<file path="src/rtl/dart_turn_sequencer.sv">
// Pairs single dart throws into turns for the turn evaluator and keeps
// per-game turn and bonus tallies until the configured game length is reached.
module dart_turn_sequencer #(
  parameter int TURNS = 5,
  parameter int CW    = 4
) (
  input  logic          clk,
  input  logic          rst,
  input  logic          start,
  input  logic          throw_valid,
  input  logic [1:0]    throw_x,
  input  logic [1:0]    throw_y,
  input  logic          bonus,
  output logic [1:0]    X1,
  output logic [1:0]    Y1,
  output logic [1:0]    X2,
  output logic [1:0]    Y2,
  output logic          turn_valid,
  output logic          dart_idx,
  output logic [CW-1:0] turn_count,
  output logic [CW-1:0] bonus_count,
  output logic          busy,
  output logic          game_over
);

  typedef enum logic [2:0] {
    IDLE,
    WAIT1,
    WAIT2,
    EVAL,
    DONE
  } state_t;

  state_t        state, stateNext;
  logic [1:0]    x1Next, y1Next, x2Next, y2Next;
  logic [CW-1:0] turnNext, bonusNext;

  always_ff @(posedge clk) begin
    if (rst) begin
      state       <= IDLE;
      X1          <= '0;
      Y1          <= '0;
      X2          <= '0;
      Y2          <= '0;
      turn_count  <= '0;
      bonus_count <= '0;
    end else begin
      state       <= stateNext;
      X1          <= x1Next;
      Y1          <= y1Next;
      X2          <= x2Next;
      Y2          <= y2Next;
      turn_count  <= turnNext;
      bonus_count <= bonusNext;
    end
  end

  always_comb begin
    stateNext = state;
    x1Next    = X1;
    y1Next    = Y1;
    x2Next    = X2;
    y2Next    = Y2;
    turnNext  = turn_count;
    bonusNext = bonus_count;
    unique case (state)
      IDLE, DONE: begin
        // start outranks a coincident throw, which is simply dropped
        if (start) begin
          x1Next    = '0;
          y1Next    = '0;
          x2Next    = '0;
          y2Next    = '0;
          turnNext  = '0;
          bonusNext = '0;
          stateNext = WAIT1;
        end
      end
      WAIT1: begin
        if (throw_valid) begin
          x1Next    = throw_x;
          y1Next    = throw_y;
          stateNext = WAIT2;
        end
      end
      WAIT2: begin
        if (throw_valid) begin
          x2Next    = throw_x;
          y2Next    = throw_y;
          stateNext = EVAL;
        end
      end
      EVAL: begin
        turnNext  = turn_count + 1'b1;
        bonusNext = bonus_count + {{(CW-1){1'b0}}, bonus};
        if (turnNext == CW'(TURNS)) stateNext = DONE;
        else                        stateNext = WAIT1;
      end
      default: stateNext = IDLE;
    endcase
  end

  assign turn_valid = (state == EVAL);
  assign dart_idx   = (state == WAIT2);
  assign busy       = (state == WAIT1) || (state == WAIT2) || (state == EVAL);
  assign game_over  = (state == DONE);

endmodule
</file>
<file path="config.mk">
export PLATFORM = sky130hd
export DESIGN_NAME = dart_turn_sequencer
export DESIGN_NICKNAME = d
export VERILOG_FILES = /design/src/rtl/dart_turn_sequencer.sv
export SDC_FILE = /design/constraint.sdc
export NUM_CORES = 1
export LEC_CHECK = 0
export ABC_AREA = 1
export CELL_PAD_IN_SITES_DETAIL_PLACEMENT = 1
export CELL_PAD_IN_SITES_GLOBAL_PLACEMENT = 1
export CORE_UTILIZATION = 28
export DETAILED_ROUTE_END_ITERATION = 6
export GPL_ROUTABILITY_DRIVEN = 1
export HOLD_SLACK_MARGIN = 0.15
export PLACE_DENSITY_LB_ADDON = 0.15
export SYNTH_ARGS = -nofsm -noshare
export SYNTH_HDL_FRONTEND = slang
export SYNTH_SLANG_ARGS = --single-unit
</file>
<file path="constraint.sdc">
create_clock -name clk -period 1.25 [get_ports clk]
set_clock_uncertainty 0.2 [all_clocks]
set_input_delay 0.1875 -clock clk [delete_from_list [all_inputs] [get_ports clk]]
set_output_delay 0.1875 -clock clk [all_outputs]
set_load 0.05 [all_outputs]
</file>
==> impl_metrics.csv, run 1 <==
group,metric,value,unit
placed_design,dpl.cell_count,225,
grt,grt_overflow,0,
synthesis,yosysTopAreaCellShare,40.2,%
synthesis,syn_nets,147,
sta,worst_pin_slew,0.255,ns
floorplanning,initial_core_util,30.2,%
synthesis,synth_area_leaders,"dfxtp_1, nand2_1, a21oi_1",
sta,final-max-slew-violation-count,0,
power,ir_drop,0.000469,V
detailed_routing,drtIter0Drc,46,
finish,syn2layout_area_growth,121,%
grt,grt_pass1_wl,5560,um
sta,timing.hold.ws,0.281,ns
worst_hold_path,worstHoldStart,"throw_y[1]",
finish,instances_no_fill,241,
cts,h-tree-depth,1,
sta,fin_crit_sh,128,%
floorplanning,core_area,0.00313,mm2
sta,finalCriticalPeriod,1.60,ns
synthesis,synth.avg_cell_area,7.06,um2
detailed_routing,drt-total-wl,4020,um
cts,cts-root-buf,"clkbuf_4",
finish,multi_input_area,687,um2
worst_setup_path,start_kind,"flip-flop",
worst_setup_path,rr_startpoint,"state[1]$_SDFFE_PP0P_",
floorplanning,num_io_pins,29,
finish,nFillCells,342,
finish,nets,211,
worst_setup_path,cp_cell_sequence,"inv_4, nor2_4, nand2_4, clkinvlp_4, buf_12",
detailed_routing,post_drt_via_cell_ratio,4.85,
worst_setup_path,cpMaxStageDelayCell,"dfxtp_4",
cts,clock_path_buffers,2,
detailed_routing,firstDrtPassIters,4,
grt,antenna_found_initial,0,
cts,cts_tree,"built",
grt,grt_pass1_vias,1219,
placed_design,dp_slack,-0.356,ns
sta,finalSetupViolations,26,
floorplanning,die_y,60.1,um
synthesis,ys_seq_elements,19,
finish,final_util,66.7,%
detailed_routing,vias,1168,
worst_setup_path,cp-startpoint,"state[1]$_SDFFE_PP0P_",
synthesis,synth_warnings,0,
synthesis,synth-seq-area-share,40.2,%
grt,track_usage,20.6,%
detailed_routing,wl_per_cell,16.7,um
sta,rsz0062_at_grt,"true",
finish,final_layout_size_suffix_gt1_share,66.0,%
synthesis,yosysUniqueCellTypes,20,
job,drv_cap,0,
status,violations,"negative setup slack",
worst_setup_path,max_stage_delay,0.43,ns
placed_design,dp_hpwl,2540,um
cts,hold_buffers,0,
cts,numCtsBuffers,3,
finish,final_cell_area,0.00209,mm2
worst_setup_path,arrival,1.22,ns
floorplanning,die_x,60.1,um
placed_design,io_buffers,28,
floorplanning,die_area,0.00361,mm2
worst_setup_path,critical_path_class,"reg2out",
status,status,"finished with violations",
finish,seqCellArea,437,um2
grt,grt_max_degree,12,
finish,diodes,0,
detailed_routing,ant_nets,0,
cts,clock_sinks,19,
synthesis,synthCells,134,
placed_design,gp_congestion,0.878,
cts,clk_latency,0.30,ns
floorplanning,rows,20,
worst_setup_path,cp-end-kind,"primary output",
sta,maxSlewHeadroom,83.0,%
cts,clkTransAtPathRegs,0.12,ns
sta,fmax,623,MHz
worst_setup_path,required,0.86,ns
placed_design,dpl_cell_area,0.00172,mm2
sta,final-hold-violation-count,0,
power,leakagePower,0.000846,uW
synthesis,synth_area,946,um2
synthesis,synth.largest_area_cell,"dfxtp_1",
sta,worst_slack,-0.355,ns
worst_setup_path,cp_max_fo,5,
detailed_routing,drc,0,
worst_hold_path,hold_path.class,"in2reg",
power,power.density,823,mW/mm2
[path summary, 6_finish.rpt]
check,end,slack (ns),depth (start not counted)
setup / recovery,dart_idx,-0.35,5
hold reg to reg,X2[1]$_SDFFE_PP0P_,0.29,2
hold / removal,Y2[1]$_SDFFE_PP0P_,0.28,3
setup reg to reg,state[0]$_SDFFE_PP0P_,-0.20,8
[power by group]
part	leakage (uW)	internal [uW]	switching (uW)
sequential	0.000167	615	47.7
combinational	0.000662	327	394
clock	0.0000177	119	213
total	0.000846	1060	655
[cell usage in the layout, fill, tap and decap left out]
cell type,instances
inv_1,11
ha_4,3
buf_4,23
nor3_4,1
clkbuf_4,3
nor2_4,3
buf_8,1
a22oi_2,2
nor2_1,9
xor2_1,1
clkbuf_16,1
nand2_2,13
nor2_2,2
nand3_2,4
nand2_1,25
a31o_2,1
nand2_4,1
a21oi_2,13
inv_4,2
nand3_1,4
clkinv_2,1
a211oi_1,1
a21oi_1,3
ha_1,1
nand4_1,4
dfxtp_4,13
inv_2,4
dfxtp_2,6
buf_12,21
clkdlybuf4s50_1,8
clkinvlp_4,1
buf_6,8
nand3_4,3
[routing by layer]
metal	wire length [um]	up-vias	global-route usage, %
met5	0	-	0
met4	100	0	3.65
met3	92	8	3.03
met2	2280	32	41.0
met1	1550	568	22.6
li1	-	560	-
[worst max-delay path: cells and delay by family, from the launching register on]
family                 cells  cell delay, ns
flip-flops                 1            0.43
buffers and inverters      3            0.26
AND/OR/NAND/NOR            2            0.21
[synth_stat cells]
master    number
inv_2          2
a31o_2         1
nor3_1         1
ha_1           4
buf_1          1
xor2_1         1
a211oi_1       1
buf_6          1
a22oi_1        2
dfxtp_1       19
inv_1         16
clkbuf_1       1
nor2_4         1
nand4_1        4
nand3_2        3
a21oi_1       16
nor2_2         1
nor2_1        12
nand3_1        8
nand2_1       39
[metrics by stage]
stage,setup TNS [ns],total power (uW)
3_3_place_gp,-3.97,1220
2_1_floorplan,-1.62,950
6_report,-3.90,1720
5_1_grt,-5.49,1790
4_1_cts,-3.29,1650
3_5_place_dp,-5.37,1250
[what timing repair did]
item                                    CTS  global route
endpoints found under the setup margin   35            34
buffers inserted                          8             3
hold endpoints to repair                  0             0
cloned                                    0             1
pin swaps                                 8             7
resized for setup                        48            26
[cell families (layout without fill, tap and decap cells)]
family	Yosys count	count (layout)	share of synthesized area, %
and+or+nand+nor	69	69	32.7
buffers and inverters	21	84	9.13
AOI/OAI and AO/OA	20	20	11.8
DFF	19	19	40.2
adders and majority gates	4	4	5.29
xor gates and xnor gates	1	1	0.926
[flip-flops by register name (all words and copies together) (netlist names)]
register and cells:
X1 2, state 3, Y2 2, X2 2, bonus_count 4, turn_count 4, Y1 2
[final cells by class]
cell class | instances | share of cell area [%]
Clock buffer | 3 | 1.08
Clock inverter | 1 | 0.240
Inverter | 18 | 3.66
Multi-Input combinational cell | 94 | 32.9
Sequential cell | 19 | 20.9
Tap cell | 44 | 2.64
Timing Repair Buffer | 62 | 38.5
Power figures use the tool's default switching activity.
==> run 2, diff against run 1 <==
--- a/config.mk
+++ b/config.mk
@@ -5,14 +5,14 @@
 export SDC_FILE = /design/constraint.sdc
 export NUM_CORES = 1
 export LEC_CHECK = 0
-export ABC_AREA = 1
 export CELL_PAD_IN_SITES_DETAIL_PLACEMENT = 1
 export CELL_PAD_IN_SITES_GLOBAL_PLACEMENT = 1
-export CORE_UTILIZATION = 28
+export CORE_ASPECT_RATIO = 2
+export CORE_UTILIZATION = 31
 export DETAILED_ROUTE_END_ITERATION = 6
 export GPL_ROUTABILITY_DRIVEN = 1
 export HOLD_SLACK_MARGIN = 0.15
-export PLACE_DENSITY_LB_ADDON = 0.15
+export PLACE_DENSITY = 0.84
 export SYNTH_ARGS = -nofsm -noshare
 export SYNTH_HDL_FRONTEND = slang
 export SYNTH_SLANG_ARGS = --single-unit
==> run 2 against run 1 <==
  * The flow still finishes with violations (negative setup slack)
  * Cell area grew 5.0%
  * Synthesized cell count shrank 19%
  * Area after synthesis grew 4.8%
  * First-iteration DRC count grew 8.7%
  * Critical path type unchanged
  * Die area shrank 4.8%
  * Hold slack gained 0.016 ns
  * Combinational power shrank 27%
  * Critical path depth shrank 1
  * Via count shrank 0.94%
  * Sequential share of layout area shrank 1.7 points
==> impl_metrics.csv, run 2 <==
group,metric,value,unit
worst_setup_path,reg2reg_depth,6,
synthesis,synthCells,108,
placed_design,io_buffers,28,
sta,finalCriticalPeriod,1.58,ns
power,ir_drop,0.000791,V
sta,rsz0062_at_grt,"true",
finish,final_layout_size_suffix_gt1_share,70.0,%
finish,final_cell_area,0.00219,mm2
worst_setup_path,max_stage_delay,0.43,ns
power,switching_share,33.1,%
grt,grt_max_degree,16,
detailed_routing,drt-total-wl,5150,um
cts,clock_sinks,19,
status,violations,"negative setup slack",
detailed_routing,firstDrtPassIters,4,
worst_setup_path,required,0.86,ns
sta,fmax,632,MHz
floorplanning,die_x,42.0,um
finish,nets,194,
synthesis,ys_seq_elements,19,
cts,numCtsBuffers,3,
detailed_routing,vias,1157,
floorplanning,die_y,82.0,um
grt,track_usage,28.3,%
floorplanning,num_io_pins,29,
finish,diodes,0,
synthesis,async_flop_share,0,%
worst_setup_path,critical_path_class,"reg2out",
sta,finalSetupViolations,29,
power,p_comb_share,31.9,%
worst_setup_path,arrival,1.19,ns
floorplanning,core_area,0.00301,mm2
placed_design,gp_congestion,0.743,
sta,fin_crit_sh,127,%
synthesis,syn_nets,121,
worst_setup_path,rr_startpoint,"state[2]$_SDFFE_PP0P_",
finish,final_common_cell,"buf_4",
grt,antenna_found_initial,0,
worst_setup_path,start_kind,"flip-flop",
cts,clk_latency,0.28,ns
worst_setup_path,cp-end-kind,"primary output",
placed_design,dpl_cell_area,0.00170,mm2
worst_setup_path,cpLargestDelayFamily,"flip-flops",
synthesis,synth.avg_cell_area,9.18,um2
detailed_routing,post_drt_via_cell_ratio,5.51,
worst_setup_path,path_buf_inv,2,
finish,final_util,72.7,%
sta,final-max-slew-violation-count,0,
synthesis,yosysUniqueCellTypes,33,
finish,top_regs,"bonus_count: 4 flops, turn_count: 4 flops, state: 3 flops",
synthesis,yosysTopAreaCellShare,38.4,%
power,switching_power,549,uW
cts,cts_tree,"built",
worst_hold_path,hold_path.class,"in2reg",
worst_hold_path,hold_depth,4,
status,status,"finished with violations",
power,power.density,756,mW/mm2
sta,worst_pin_slew,0.410,ns
worst_setup_path,cp_max_fo,7,
job,drv_cap,0,
grt,grt_pass1_vias,1270,
cts,clkTransAtPathRegs,0.09,ns
synthesis,synth_area_leaders,"dfxtp_1, a22oi_1, nor2_1",
cts,cts-root-buf,"clkbuf_8",
synthesis,synth.largest_area_cell,"dfxtp_1",
sta,final-hold-violation-count,0,
synthesis,synth_common_cells,"nor2_1, dfxtp_1, a22oi_1",
synthesis,synth_area,991,um2
worst_setup_path,cp-startpoint,"state[1]$_SDFFE_PP0P_",
power,leakagePower,0.000870,uW
sta,maxSlewHeadroom,72.6,%
finish,layout_common_cells,"buf_4, buf_12, buf_6",
cts,hold_buffers,0,
detailed_routing,drc,0,
worst_hold_path,worstHoldStart,"bonus",
detailed_routing,wl_per_cell,24.5,um
power,internal_power,1110,uW
sta,timing.hold.ws,0.297,ns
synthesis,synth_warnings,0,
synthesis,yosysMostFrequentCell,"nor2_1",
placed_design,dp_hpwl,2480,um
power,p_seq_share,38.7,%
detailed_routing,ant_nets,0,
worst_setup_path,cp_cell_sequence,"buf_6, nand2b_4, nor2_4, buf_12",
finish,syn2layout_area_growth,121,%
grt,grt_overflow,0,
detailed_routing,drtIter0Drc,50,
synthesis,synth-seq-area-share,38.4,%
floorplanning,die_area,0.00344,mm2
worst_setup_path,cpMaxStageDelayCell,"dfxtp_4",
grt,grt_pass1_wl,6860,um
synthesis,synth-main-ff-cell,"dfxtp_1",
floorplanning,initial_core_util,32.9,%
finish,nFillCells,269,
cts,clock_path_buffers,2,
cts,h-tree-depth,1,
worst_setup_path,crit_cells,4,
sta,worst_slack,-0.332,ns
synthesis,synth_edf_count,0,
power,pwr-share-clk,29.4,%
floorplanning,rows,28,
## run 2: cell types whose count changed after synthesis, moves of 4 or more
cell,change
nand3b_1,+4
nand4_1,-4
nand2_1,-35
a21oi_1,-11
a22oi_1,+10
nor2_1,+8
nand3_1,-6
inv_1,-14
## run 2: cell type report
class                           instances  area (um2)  share of cell area [%]
Tap cell                               30        37.5                    1.71
Timing Repair Buffer                   74         915                    41.8
Inverter                                3        16.3                   0.743
Sequential cell                        19         420                    19.2
Multi-Input combinational cell         80         756                    34.5
Clock buffer                            4        45.0                    2.06
## run 2: cell families (layout without fill, tap and decap cells)
family,count (synthesis),in the layout,share of synthesized area [%]
buffers and inverters,9,81,6.82
AOI/OAI and AO/OA,29,29,22.5
adders and majority gates,4,4,5.05
and+or+nand+nor,46,46,26.4
xor gates and xnor gates,1,1,0.884
DFF,19,19,38.4
## run 2: layer usage
| layer | routed length [um] | global-route usage, % |
|---|---|---|
| met4 | 273 | 18.1 |
| met1 | 1810 | 27.0 |
| met5 | 0 | 0 |
| met3 | 114 | 4.84 |
| met2 | 2950 | 54.2 |
## run 2: final timing paths
check / end / slack [ns]
worst min-delay path: bonus_count[0]$_SDFFE_PP0P_ / 0.30
worst max register to register: Y2[0]$_SDFFE_PP0P_ / -0.32
worst max-delay path: dart_idx / -0.33
worst min register to register: bonus_count[3]$_SDFFE_PP0P_ / 0.33
## run 2: power groups by stage
stage               clock network (uW)  registers [uW]  logic (uW)
finish                             487             642         527
global route                       503             643         545
CTS                                469             641         440
detailed placement                   0             663         353
global placement                     0             661         338
floorplan                            0             671         173
## run 2: timing repair
item | CTS | global route
endpoints found under the setup margin | 29 | 34
pin swaps | 14 | 13
setup buffers | 18 | 11
resized for setup | 38 | 25
## run 2: worst register-to-register path, cell delays in order (launching register included)
cell and delay, ns:
dfxtp_2 0.33, buf_6 0.13, buf_6 0.12, nand3b_1 0.16, a21o_1 0.25, a22oi_1 0.22, nor2_1 0.07
## run 2: stage by stage
| stage | TNS, ns | setup slack, ns | cells | power [uW] |
|---|---|---|---|---|
| 3_5_place_dp | -7.96 | -0.533 | 180 | 1020 |
| 5_1_grt | -6.88 | -0.357 | 210 | 1690 |
| 2_1_floorplan | -1.47 | -0.202 | 108 | 844 |
| 4_1_cts | -4.18 | -0.264 | 201 | 1550 |
| 3_3_place_gp | -6.72 | -0.438 | 180 | 999 |
| 6_report | -6.03 | -0.332 | 210 | 1660 |
==> run 3, diff against run 2 <==
--- a/config.mk
+++ b/config.mk
@@ -12,7 +12,7 @@
 export DETAILED_ROUTE_END_ITERATION = 6
 export GPL_ROUTABILITY_DRIVEN = 1
 export HOLD_SLACK_MARGIN = 0.15
-export PLACE_DENSITY = 0.84
+export PLACE_DENSITY_LB_ADDON = 0.1
 export SYNTH_ARGS = -nofsm -noshare
 export SYNTH_HDL_FRONTEND = slang
 export SYNTH_SLANG_ARGS = --single-unit
==> run 3 against run 2 <==
  * Non-clock buffer count decreased by 11
  * Die area unchanged
  * Total power decreased by 4.2%
  * Wire length decreased by 23%
  * Critical path depth unchanged
  * Hold slack got worse by 0.13 ns
  * Largest power group unchanged
  * Via count decreased by 8.6%
  * The flow still finishes with violations (negative setup slack)
==> impl_metrics.csv, run 3 (same netlist as run 2, synthesis figures left out) <==
group,metric,value,unit
floorplanning,die_x,42.0,um
placed_design,io_buffers,28,
sta,final-hold-violation-count,0,
detailed_routing,wl_per_cell,19.9,um
sta,setup_tns,-4.31,ns
sta,worst_pin_slew,0.366,ns
worst_setup_path,rr_startpoint,"state[1]$_SDFFE_PP0P_",
sta,final-max-slew-violation-count,0,
worst_setup_path,cpMaxStageDelayCell,"dfxtp_4",
finish,instances_no_fill,199,
floorplanning,num_io_pins,29,
worst_setup_path,cpLargestDelayFamily,"flip-flops",
floorplanning,initial_core_util,32.9,%
worst_setup_path,arrival,1.15,ns
placed_design,gp_congestion,0.743,
detailed_routing,drc,0,
detailed_routing,drtIter0Drc,8,
sta,maxSlewHeadroom,75.6,%
grt,antenna_found_initial,0,
cts,hold_buffers,0,
worst_setup_path,path_buf_inv,3,
power,total_power,1590,uW
sta,timing.hold.ws,0.163,ns
worst_hold_path,worstHoldStart,"throw_valid",
worst_setup_path,cp_cell_sequence,"nand3b_4, inv_4, buf_6, buf_12",
worst_setup_path,required,0.86,ns
cts,h-tree-depth,1,
job,drv_cap,0,
finish,final_layout_size_suffix_gt1_share,62.7,%
floorplanning,die_y,82.0,um
placed_design,dp_hpwl,2230,um
sta,rsz0062_at_grt,"true",
power,ir_drop,0.000850,V
floorplanning,rows,28,
cts,clock_path_buffers,2,
detailed_routing,firstDrtPassIters,3,
cts,cts-root-buf,"clkbuf_8",
worst_setup_path,cp-end-kind,"primary output",
detailed_routing,drt-total-wl,3970,um
grt,grt_pass1_vias,1100,
detailed_routing,ant_nets,0,
finish,syn2layout_area_growth,109,%
detailed_routing,post_drt_via_cell_ratio,5.32,
status,status,"finished with violations",
worst_setup_path,cp_max_fo,7,
floorplanning,core_area,0.00301,mm2
worst_setup_path,critical_path_class,"reg2out",
cts,cts_tree,"built",
floorplanning,die_area,0.00344,mm2
detailed_routing,vias,1058,
status,violations,"negative setup slack",
cts,clk_latency,0.28,ns
sta,worst_slack,-0.288,ns
grt,grt_max_degree,11,
grt,track_usage,20.8,%
finish,top_regs,"bonus_count: 4 flops, turn_count: 4 flops, state: 3 flops",
finish,diodes,0,
worst_hold_path,hold_path.class,"in2reg",
sta,fin_crit_sh,123,%
finish,nFillCells,298,
worst_setup_path,start_kind,"flip-flop",
finish,layout_common_cells,"buf_12, nor2_1, buf_4",
power,power.density,767,mW/mm2
grt,grt_pass1_wl,5400,um
cts,clock_sinks,19,
cts,numCtsBuffers,3,
cts,clkTransAtPathRegs,0.07,ns
sta,fmax,650,MHz
placed_design,dpl.cell_count,178,
finish,nets,183,
sta,finalCriticalPeriod,1.54,ns
worst_setup_path,max_stage_delay,0.42,ns
sta,finalSetupViolations,29,
grt,grt_overflow,0,
power,leakagePower,0.000817,uW
worst_setup_path,cp-startpoint,"state[0]$_SDFFE_PP0P_",
finish,final_common_cell,"buf_12",
==> run 3: where the power goes <==
part / leakage (uW) / internal, uW / switching [uW]
Combinational: 0.000633 / 240 / 224
Clock: 0.0000228 / 229 / 248
Sequential: 0.000161 / 615 / 31.4
Total: 0.000817 / 1080 / 503
==> run 3: layout make-up <==
class	instances	area, um2	area share (%)
clock buffers	4	45.0	2.18
inverters	3	13.8	0.665
multi-input cells	80	736	35.6
flip-flops and latches	19	408	19.7
well taps	30	37.5	1.81
repair buffers	63	828	40.0
==> run 3: layer usage <==
layer / GRT usage [%] / part of all wire [%]
met5: 0 / 0
met4: 11.3 / 2.4
met3: 2.64 / 2.6
met2: 39.1 / 61
met1: 21.8 / 34
==> run 3: per-stage QoR <==
stage          util, %  area, um2  worst slack (ns)
5_1_grt           68.6       2070            -0.327
2_1_floorplan        -       1090            -0.202
4_1_cts           64.5       1940            -0.279
3_3_place_gp      55.9       1680            -0.430
3_5_place_dp      55.9       1680            -0.451
6_report          68.6       2070            -0.288
==> run 3: tightest hold or removal path, delay by kind of cell <==
family	cells	cell delay (ns)
buffers and inverters	1	0.20
AOI/OAI and AO/OA	1	0.07
and+or+nand+nor	1	0.15
==> run 3: what timing repair did <==
| item | CTS | global route |
|---|---|---|
| buffers inserted | 14 | 3 |
| cloned | 0 | 0 |
| setup endpoints to repair | 28 | 31 |
| pin swaps | 17 | 13 |
| gates resized for setup | 24 | 20 |
==> run 3: worst paths after layout <==
| check | end | slack (ns) | cells after the start |
|---|---|---|---|
| worst min-delay path | state[1]$_SDFFE_PP0P_ | 0.16 | 3 |
| worst max register to register | Y2[0]$_SDFFE_PP0P_ | -0.24 | 5 |
| worst min register to register | bonus_count[3]$_SDFFE_PP0P_ | 0.33 | 1 |
| worst max-delay path | turn_valid | -0.29 | 4 |
